## config.mk

```make
export PLATFORM = sky130hd
export DESIGN_NAME = dmem_arbiter_flat
export DESIGN_NICKNAME = d
export VERILOG_FILES = /design/src/rtl/dmem_arbiter_if.sv /design/src/rtl/dmem_arbiter.sv /design/src/flat_wrapper.sv
export SDC_FILE = /design/constraint.sdc
export NUM_CORES = 1
export LEC_CHECK = 0
export CORE_MARGIN = 3
export CORE_UTILIZATION = 43
export CTS_CLUSTER_SIZE = 30
export DETAILED_ROUTE_END_ITERATION = 8
export GPL_ROUTABILITY_DRIVEN = 0
export GPL_TIMING_DRIVEN = 0
export PLACE_DENSITY_LB_ADDON = 0.3
export RECOVER_POWER = 100
export SETUP_SLACK_MARGIN = 0.1
export SLEW_MARGIN = 0
export SYNTH_ARGS = -nofsm -noshare
export SYNTH_HDL_FRONTEND = slang
export SYNTH_SLANG_ARGS = --single-unit
```

## constraint.sdc

```tcl
create_clock -name clk -period 3.6 [get_ports clk]
set_input_delay 0.72 -clock clk [delete_from_list [all_inputs] [get_ports clk]]
set_output_delay 0.72 -clock clk [all_outputs]
set_load 0.01 [all_outputs]
```

## src/rtl/dmem_arbiter_if.sv

```systemverilog
// Bus bundle between the data-memory arbiter, its two requesters and the memory.
// The arbiter connects through the slave modport; requesters and memory use master.
interface dmem_arbiter_if #(
    parameter int ADDR_W = 8,
    parameter int DATA_W = 8
);
    logic              cpu_req;
    logic              cpu_we;
    logic [ADDR_W-1:0] cpu_addr;
    logic [DATA_W-1:0] cpu_wdata;
    logic              cpu_ack;
    logic              cpu_stall;

    logic              dma_req;
    logic              dma_we;
    logic [ADDR_W-1:0] dma_addr;
    logic [DATA_W-1:0] dma_wdata;
    logic              dma_lock;
    logic              dma_ack;

    logic [DATA_W-1:0] rdata;
    logic [ADDR_W-1:0] mem_addr;
    logic [DATA_W-1:0] mem_wdata;
    logic              mem_we;
    logic              mem_re;
    logic [DATA_W-1:0] mem_rdata;
    logic              busy;

    modport slave (
        input  cpu_req, cpu_we, cpu_addr, cpu_wdata,
        output cpu_ack, cpu_stall,
        input  dma_req, dma_we, dma_addr, dma_wdata, dma_lock,
        output dma_ack,
        output rdata, mem_addr, mem_wdata, mem_we, mem_re, busy,
        input  mem_rdata
    );

    modport master (
        output cpu_req, cpu_we, cpu_addr, cpu_wdata,
        input  cpu_ack, cpu_stall,
        output dma_req, dma_we, dma_addr, dma_wdata, dma_lock,
        input  dma_ack,
        input  rdata, mem_addr, mem_wdata, mem_we, mem_re, busy,
        output mem_rdata
    );
endinterface

```

## src/rtl/dmem_arbiter.sv

```systemverilog
// Round-robin arbiter sharing a single-port data memory between the CPU and a DMA port.
// Each transfer runs IDLE -> ACCESS -> DONE; DMA may hold the grant for a bounded locked burst.
module dmem_arbiter #(
    parameter int ADDR_W    = 8,
    parameter int DATA_W    = 8,
    parameter int MAX_BURST = 4
) (
    input logic             clk,
    input logic             rst,
    dmem_arbiter_if.slave   bus
);
    typedef enum logic [1:0] {IDLE, ACCESS, DONE} state_t;
    typedef enum logic {P_CPU, P_DMA} port_t;

    localparam logic [3:0] MAXB = 4'(MAX_BURST);

    state_t            state_q, state_d;
    port_t             owner_q, owner_d;
    port_t             last_q, last_d;
    port_t             win;
    logic [3:0]        burst_q, burst_d;
    logic              we_q, we_d;
    logic [ADDR_W-1:0] addr_q, addr_d;
    logic [DATA_W-1:0] wdata_q, wdata_d;
    logic [DATA_W-1:0] rdata_q, rdata_d;

    always_ff @(posedge clk or negedge rst) begin
        if (!rst) begin
            state_q <= IDLE;
            owner_q <= P_CPU;
            last_q  <= P_DMA;
            burst_q <= '0;
            we_q    <= 1'b0;
            addr_q  <= '0;
            wdata_q <= '0;
            rdata_q <= '0;
        end else begin
            state_q <= state_d;
            owner_q <= owner_d;
            last_q  <= last_d;
            burst_q <= burst_d;
            we_q    <= we_d;
            addr_q  <= addr_d;
            wdata_q <= wdata_d;
            rdata_q <= rdata_d;
        end
    end

    always_comb begin
        state_d = state_q;
        owner_d = owner_q;
        last_d  = last_q;
        burst_d = burst_q;
        we_d    = we_q;
        addr_d  = addr_q;
        wdata_d = wdata_q;
        rdata_d = rdata_q;
        win     = P_CPU;
        unique case (state_q)
            IDLE: begin
                if (bus.cpu_req || bus.dma_req) begin
                    if (!bus.dma_req)
                        win = P_CPU;
                    else if (!bus.cpu_req)
                        win = P_DMA;
                    else if (owner_q == P_DMA && bus.dma_lock && burst_q < MAXB)
                        win = P_DMA;
                    else
                        win = (last_q == P_CPU) ? P_DMA : P_CPU;
                    owner_d = win;
                    state_d = ACCESS;
                    if (win == P_DMA) begin
                        we_d    = bus.dma_we;
                        addr_d  = bus.dma_addr;
                        wdata_d = bus.dma_wdata;
                        // Locked grants count up and stick at the limit; unlocked ones restart.
                        if (bus.dma_lock)
                            burst_d = (burst_q == MAXB) ? burst_q : burst_q + 4'd1;
                        else
                            burst_d = '0;
                    end else begin
                        we_d    = bus.cpu_we;
                        addr_d  = bus.cpu_addr;
                        wdata_d = bus.cpu_wdata;
                        burst_d = '0;
                    end
                end
            end
            ACCESS: begin
                if (!we_q)
                    rdata_d = bus.mem_rdata;
                last_d  = owner_q;
                state_d = DONE;
            end
            DONE:    state_d = IDLE;
            default: state_d = IDLE;
        endcase
    end

    always_comb begin
        bus.mem_addr  = addr_q;
        bus.mem_wdata = wdata_q;
        bus.mem_we    = (state_q == ACCESS) &&  we_q;
        bus.mem_re    = (state_q == ACCESS) && !we_q;
        bus.cpu_ack   = (state_q == DONE) && (owner_q == P_CPU);
        bus.dma_ack   = (state_q == DONE) && (owner_q == P_DMA);
        bus.busy      = (state_q != IDLE);
        bus.rdata     = rdata_q;
        bus.cpu_stall = bus.cpu_req && !bus.cpu_ack;
    end
endmodule

```

## src/flat_wrapper.sv

```systemverilog
// flat-port wrapper written by rule: the top's interface ports become plain ports
module dmem_arbiter_flat 
#(
    parameter int ADDR_W    = 8,
    parameter int DATA_W    = 8,
    parameter int MAX_BURST = 4
)
  (clk, rst, bus_cpu_req, bus_cpu_we, bus_cpu_addr, bus_cpu_wdata, bus_cpu_ack, bus_cpu_stall, bus_dma_req, bus_dma_we, bus_dma_addr, bus_dma_wdata, bus_dma_lock, bus_dma_ack, bus_rdata, bus_mem_addr, bus_mem_wdata, bus_mem_we, bus_mem_re, bus_busy, bus_mem_rdata);
  dmem_arbiter_if #(.ADDR_W(ADDR_W), .DATA_W(DATA_W)) bus_i ();
  input logic clk;
  input logic rst;
  input wire logic [$bits(bus_i.cpu_req)-1:0] bus_cpu_req;
  input wire logic [$bits(bus_i.cpu_we)-1:0] bus_cpu_we;
  input wire logic [$bits(bus_i.cpu_addr)-1:0] bus_cpu_addr;
  input wire logic [$bits(bus_i.cpu_wdata)-1:0] bus_cpu_wdata;
  output wire logic [$bits(bus_i.cpu_ack)-1:0] bus_cpu_ack;
  output wire logic [$bits(bus_i.cpu_stall)-1:0] bus_cpu_stall;
  input wire logic [$bits(bus_i.dma_req)-1:0] bus_dma_req;
  input wire logic [$bits(bus_i.dma_we)-1:0] bus_dma_we;
  input wire logic [$bits(bus_i.dma_addr)-1:0] bus_dma_addr;
  input wire logic [$bits(bus_i.dma_wdata)-1:0] bus_dma_wdata;
  input wire logic [$bits(bus_i.dma_lock)-1:0] bus_dma_lock;
  output wire logic [$bits(bus_i.dma_ack)-1:0] bus_dma_ack;
  output wire logic [$bits(bus_i.rdata)-1:0] bus_rdata;
  output wire logic [$bits(bus_i.mem_addr)-1:0] bus_mem_addr;
  output wire logic [$bits(bus_i.mem_wdata)-1:0] bus_mem_wdata;
  output wire logic [$bits(bus_i.mem_we)-1:0] bus_mem_we;
  output wire logic [$bits(bus_i.mem_re)-1:0] bus_mem_re;
  output wire logic [$bits(bus_i.busy)-1:0] bus_busy;
  input wire logic [$bits(bus_i.mem_rdata)-1:0] bus_mem_rdata;
  assign bus_i.cpu_req = bus_cpu_req;
  assign bus_i.cpu_we = bus_cpu_we;
  assign bus_i.cpu_addr = bus_cpu_addr;
  assign bus_i.cpu_wdata = bus_cpu_wdata;
  assign bus_cpu_ack = bus_i.cpu_ack;
  assign bus_cpu_stall = bus_i.cpu_stall;
  assign bus_i.dma_req = bus_dma_req;
  assign bus_i.dma_we = bus_dma_we;
  assign bus_i.dma_addr = bus_dma_addr;
  assign bus_i.dma_wdata = bus_dma_wdata;
  assign bus_i.dma_lock = bus_dma_lock;
  assign bus_dma_ack = bus_i.dma_ack;
  assign bus_rdata = bus_i.rdata;
  assign bus_mem_addr = bus_i.mem_addr;
  assign bus_mem_wdata = bus_i.mem_wdata;
  assign bus_mem_we = bus_i.mem_we;
  assign bus_mem_re = bus_i.mem_re;
  assign bus_busy = bus_i.busy;
  assign bus_i.mem_rdata = bus_mem_rdata;
  dmem_arbiter #(.ADDR_W(ADDR_W), .DATA_W(DATA_W), .MAX_BURST(MAX_BURST)) u_core (.clk(clk), .rst(rst), .bus(bus_i));
endmodule
```

Yosys cells after proc, flatten, opt, wreduce, memory -nomap -nowiden
Cells that the tools add are included.
W data, S select, Z words.
{ "classes": {"shifts": 0, "n_reduce_logical": 15, "n_mul": 0, "n_addsub": 1, "eq_ne": 5, "muxes": 14, "bitwise": 2, "n_lt_le_gt_ge": 1, "div_mod_pow": 0} }
{ "op_table": {"columns": ["operator", "count"], "rows": [
  ["$mux W8", 2],
  ["$mux W4", 3],
  ["$logic_and A1 B1 Y1", 7],
  ["$mux W1", 7],
  ["$add A4 B1 Y4 const B", 1],
  ["$eq A4 B3 Y1 const B", 1],
  ["$lt A4 B3 Y1 const B", 1],
  ["$pmux W2 S2", 1],
  ["$reduce_and A2 Y1", 2],
  ["$ne A3 B3 Y1 const B", 1],
  ["$reduce_and A3 Y1", 1],
  ["$eq A2 B1 Y1 const B", 1],
  ["$eq A2 B2 Y1 const B", 1],
  ["$logic_not A1 Y1", 2],
  ["$logic_not A2 Y1", 1],
  ["$mux W2", 1],
  ["$ne A2 B1 Y1 const B", 1],
  ["$not A1 Y1", 2],
  ["$reduce_bool A2 Y1", 1],
  ["$logic_or A1 B1 Y1", 1]
]} }
{ "word_totals": {"n_memories": 0, "latchBits": 0, "ram_bits": 0, "romBits": 0, "regBits": 33, "out_inout_bits": 30, "input_bits": 47} }

Longest topological paths before layout
{ "logic_depth": {"word_depth": 9, "ltp_mapped": 6, "ltp_nobuf": 6} }

Worst setup path before layout
No wires, ideal clock.
{ "synth_timing": {"kind": "input port to flip-flop", "from": "input bus_dma_lock", "to": "register u_core.wdata_q[1] (netlist: u_core.bus.mem_wdata[1])", "setup_slack_ns": 1.886, "stages": 6, "arrival_ns": 1.592, "required_ns": 3.478, "setup_time_ns": 0.122, "cell_sequence": "buf_6 > and4bb_4 > o21a_4 > buf_6 > a21oi_1 > a21oi_1"} }
{ "synth_between": {"elab_chain_len": 8} }
{ "synth_lines": {"columns": ["element", "line", "text"], "rows": [
  ["start: declaration", "flat_wrapper.sv:22", "input wire logic [$bits(bus_i.dma_lock)-1:0] bus_dma_lock;"],
  ["$logic_and A1 B1 Y1 (2 in series)", "dmem_arbiter.sv:66", "else if (owner_q == P_DMA && bus.dma_lock && burst_q < MAXB)"],
  ["$mux W1", "dmem_arbiter.sv:66", null],
  ["$mux W1", "dmem_arbiter.sv:64", "else if (!bus.cpu_req)"],
  ["$mux W1", "dmem_arbiter.sv:62", "if (!bus.dma_req)"],
  ["$mux W1", "dmem_arbiter.sv:61", "if (bus.cpu_req || bus.dma_req) begin"],
  ["$mux W1", "dmem_arbiter.sv:59", "unique case (state_q)"],
  ["$mux W8", "dmem_arbiter.sv:72", "if (win == P_DMA) begin"],
  ["end signal: assignment", "dmem_arbiter.sv:44", "wdata_q <= wdata_d;"],
  ["end: declaration", "dmem_arbiter.sv:24", "logic [DATA_W-1:0] wdata_q, wdata_d;"]
]} }
Every way passes these cells. The select of a mux whose other input is x is not followed.
A chain may end at the register's enable or synchronous reset.

Final worst setup path
{ "layout_timing": {"from": "register u_core.state_q[1]", "to": "output bus_mem_re"} }
{ "layout_between": {"elab_chain_len": 2} }
{ "layout_lines": {"columns": ["element", "line", "text"], "rows": [
  ["start: declaration", "dmem_arbiter.sv:17", "state_t state_q, state_d;"],
  ["start signal: assignment", "dmem_arbiter.sv:38", "state_q <= state_d;"],
  ["$eq A2 B1 Y1", "dmem_arbiter.sv:104", "bus.mem_re = (state_q == ACCESS) && !we_q;"],
  ["$logic_and A1 B1 Y1", "dmem_arbiter.sv:104", null],
  ["end: declaration", "flat_wrapper.sv:28", "output wire logic [$bits(bus_i.mem_re)-1:0] bus_mem_re;"]
]} }
Every way passes these cells.

==> run_results.csv <==
group,metric,value,unit
status,run_status,"finished with violations",
status,violations,"capacitance limit, slew limit",
grt,first_global_vias,1324,
worst_setup_path,startpoint_of_the_worst_slack_reg_to_reg_timing_path,"u_core.state_q[1]",
worst_setup_path,reg2reg_depth,6,
yosys,ys_ff_latch,33,
die,ioPinCount,77,
worst_setup_path,worst-r2r-setup-slack,1.68,ns
yosys,synthesis.area_per_instance,9.86,µm²
clock_tree,cts_tree,"built",
grt,antenna_violations_before_repair,0,
worst_setup_path,timing.critical_path.cells,"nor2b_1 > nor2b_1 > clkbuf_1 > dlygate4sd3_1",
detailed_routing,wl_per_cell,14.0,µm
sta,rsz0062_at_grt,"false",
worst_setup_path,stages_on_the_worst_setup_path,4,
sta,report.final.hold_viol_count,0,
sta,max_slew.worst_pin.slew,1.77,ns
layout,layout.core_utilization,71.6,%
sta,post_route_skew,0.00680,ns
placed_design,total_of_buffers_placed_on_input_and_output_ports,75,
die,design.core.area,0.00344,mm²
clock_tree,cts-htree-levels,2,
power,powerDensity,758,mW/mm²
worst_setup_path,endpoint_kind,"output pin",
sta,max_transition_margin,-18.1,%
grt,grt_first_pass_wirelength,6.29,mm
yosys,async_reset_ff_share,100,%
placed_design,place.detailed.instances,281,
detailed_routing,vias_after_detailed_routing,1410,
clock_tree,clkLatencyLatePin,0.28,ns
yosys,yosys_most_used_dff,"sky130_fd_sc_hd__dfrtp_1",
yosys,postSynthNetCount,209,
clock_tree,post_cts_resized,0,
layout,fin_nets,291,
layout,non_filler_instance_count_after_layout,289,
worst_hold_path,hold_class,"reg -> reg",
clock_tree,clkSinkCount,33,
placed_design,detailed_place_hpwl,2.99,mm
power,p_leak,1.03,nW
clock_tree,max-clock-path-buffers,2,
worst_setup_path,critical_path.slowest_cell,"sky130_fd_sc_hd__dlygate4sd3_1",
worst_setup_path,timing.critical_path.arrival,2.17,ns
detailed_routing,vias_per_cell,4.88,
yosys,synthTopCellsByArea,"sky130_fd_sc_hd__dfrtp_1 (51%), sky130_fd_sc_hd__a21oi_1 (11%), sky130_fd_sc_hd__mux2_2 (5.0%)",
yosys,post_synth_num_cell_types,33,
die,die_height,66.6,µm
sta,fmaxAchievable,346,MHz
sta,tns_setup,0,ns
power,worst_voltage_drop_across_the_vdd_grid,0.374,mV
detailed_routing,first_iter_violations,77,
clock_tree,ctsHoldBuffers,0,
layout,filler_cell_count,265,
die,row_count,21,
yosys,synth_sequential_area_ratio,52.4,%
die,initial_utilization,45.8,%
worst_hold_path,worstHoldStart,"u_core.bus.rdata[6]",
layout,share_of_final_layout_standard_cells_stronger_than_drive_strength_1,9.88,%
worst_setup_path,timing.critical_path.buf_inv,2,
worst_setup_path,worst_setup_path_start_kind,"flop",
worst_setup_path,r2r_end,"u_core.bus.mem_wdata[0]",
yosys,post-synth-top-area-cell,"sky130_fd_sc_hd__dfrtp_1",
detailed_routing,detail_route.wirelength,4.04,mm
clock_tree,clock-root-buffer,"sky130_fd_sc_hd__clkbuf_8",
yosys,post_synth_inst_count,160,
die,dieWidth,66.6,µm
worst_setup_path,critical-path-max-stage-delay,0.68,ns
clock_tree,cts_inserted_buffers,5,
sta,period_share,80.2,%
worst_setup_path,worstPathMaxFanout,9,
sta,period_minus_slack,2.89,ns
worst_setup_path,crit_path_start,"u_core.state_q[1]",
layout,syn2layout_area_growth,56.2,%
grt,grtUsageTotal,19.0,%
yosys,syn_area,0.00158,mm²
yosys,synth_edf_count,0,
layout,antenna_cells,0,
worst_setup_path,worst_setup_path_endpoint,"bus_mem_re",
sta,slew_violations,34,
worst_setup_path,path_common_cell,"sky130_fd_sc_hd__nor2b_1",
yosys,yosys.area.top_type_share,50.8,%
worst_setup_path,timing.critical_path.required,2.88,ns
run,max-cap-violations,1,
placed_design,placedInstanceArea,0.00238,mm²
die,dieArea,0.00443,mm²
worst_setup_path,critical-path-top-delay-family,"buffers and inverters",
yosys,netlist_top_cells_count,"sky130_fd_sc_hd__a21oi_1 (35), sky130_fd_sc_hd__dfrtp_1 (32), sky130_fd_sc_hd__nand2_1 (21)",
detailed_routing,detail-route-antenna-nets,0,
grt,global_route.overflow_total,0,
grt,grt_max_degree,34,
sta,final-setup-viol-count,0,
clock_tree,clkTransAtPathRegs,0.07,ns
layout,fin_area,0.00246,mm²
clock_tree,post_cts.repair.setup_buffers,0,
detailed_routing,drtPass1Iterations,4,
yosys,yosys_warnings,0,
yosys,synth_most_common_cell,"sky130_fd_sc_hd__a21oi_1",
detailed_routing,route.detailed.drc,0,
sta,holdWs,0.477,ns
worst_setup_path,critPathKind,"reg -> out",
==> cell usage in the layout, fill, tap and decap left out, types with 2 or more instances in the layout <==
| cell | synthesis | routed |
|---|---|---|
| sky130_fd_sc_hd__a21oi_1 | 35 | 35 |
| sky130_fd_sc_hd__buf_6 | 4 | 4 |
| sky130_fd_sc_hd__clkbuf_1 | 0 | 5 |
| sky130_fd_sc_hd__clkbuf_8 | 0 | 7 |
| sky130_fd_sc_hd__clkdlybuf4s50_1 | 0 | 44 |
| sky130_fd_sc_hd__dfrtp_1 | 32 | 32 |
| sky130_fd_sc_hd__dlygate4sd3_1 | 0 | 30 |
| sky130_fd_sc_hd__ha_1 | 2 | 2 |
| sky130_fd_sc_hd__inv_1 | 5 | 5 |
| sky130_fd_sc_hd__mux2_1 | 2 | 2 |
| sky130_fd_sc_hd__mux2_2 | 7 | 7 |
| sky130_fd_sc_hd__nand2_1 | 21 | 21 |
| sky130_fd_sc_hd__nand3_1 | 3 | 3 |
| sky130_fd_sc_hd__nand4_1 | 2 | 2 |
| sky130_fd_sc_hd__nor2_1 | 17 | 18 |
| sky130_fd_sc_hd__nor2b_1 | 3 | 4 |
| sky130_fd_sc_hd__nor3b_1 | 2 | 2 |
| sky130_fd_sc_hd__o21ai_0 | 2 | 5 |
==> flip-flops by register name, summed over array words and instances (netlist names) <==
name and count:
u_core.bus.mem_addr 8, u_core.bus.mem_wdata 8, u_core.bus.rdata 8, u_core.burst_q 4, u_core.state_q 2, u_core.last_q 1
u_core.owner_q 1, u_core.we_q 1
==> per-stage QoR <==
step	setup slack [ns]	power, W
floorplan	1.89	0.00116
global placement	0.941	0.00164
detailed placement	0.942	0.00166
CTS	0.936	0.00197
global route	0.592	0.00201
finish	0.714	0.00187
==> worst min-delay path by stage <==
stage	end	slack, ns	cells after the start
3_3_place_gp	u_core.bus.rdata[5]	0.47	1
2_1_floorplan	u_core.burst_q[0]	0.42	0
6_report	u_core.bus.rdata[6]	0.48	1
5_1_grt	u_core.bus.rdata[6]	0.52	1
4_1_cts	u_core.bus.rdata[6]	0.49	1
3_5_place_dp	u_core.bus.rdata[6]	0.47	1
==> layer usage <==
layer	GRT usage, %	part of all wire, %
met4	6.60	1.1
met2	28.3	45
met5	0	0
met1	25.5	45
met3	6.75	8.6
==> where the power goes <==
| group | switching, W | internal [W] | leakage [nW] |
|---|---|---|---|
| Sequential | 0.0000992 | 0.000552 | 0.388 |
| Combinational | 0.000448 | 0.000465 | 0.589 |
| Clock | 0.000131 | 0.000173 | 0.0542 |
==> logic make-up (layout without fill, tap and decap cells) <==
logic type / Yosys count / in the layout / share of synthesized area, %
mux: 9 / 9 / 6.42
buf+inv: 14 / 97 / 5.71
fa+ha+maj: 2 / 2 / 1.59
compound gates: 46 / 46 / 16.7
flops: 33 / 33 / 52.4
simple gates: 56 / 56 / 17.1
==> layout make-up <==
class                      instances  area [µm²]  share of cell area (%)
inverter                           6        22.5                   0.914
timing repair buffer              75         744                    30.2
sequential                        33         827                    33.6
multi-input combinational        113         652                    26.4
clock buffer                       7        96.3                    3.91
tap                               46        57.6                    2.34
buffer                             8        60.1                    2.44
clock inverter                     1        5.00                   0.203
Power figures use the tool's default switching activity.
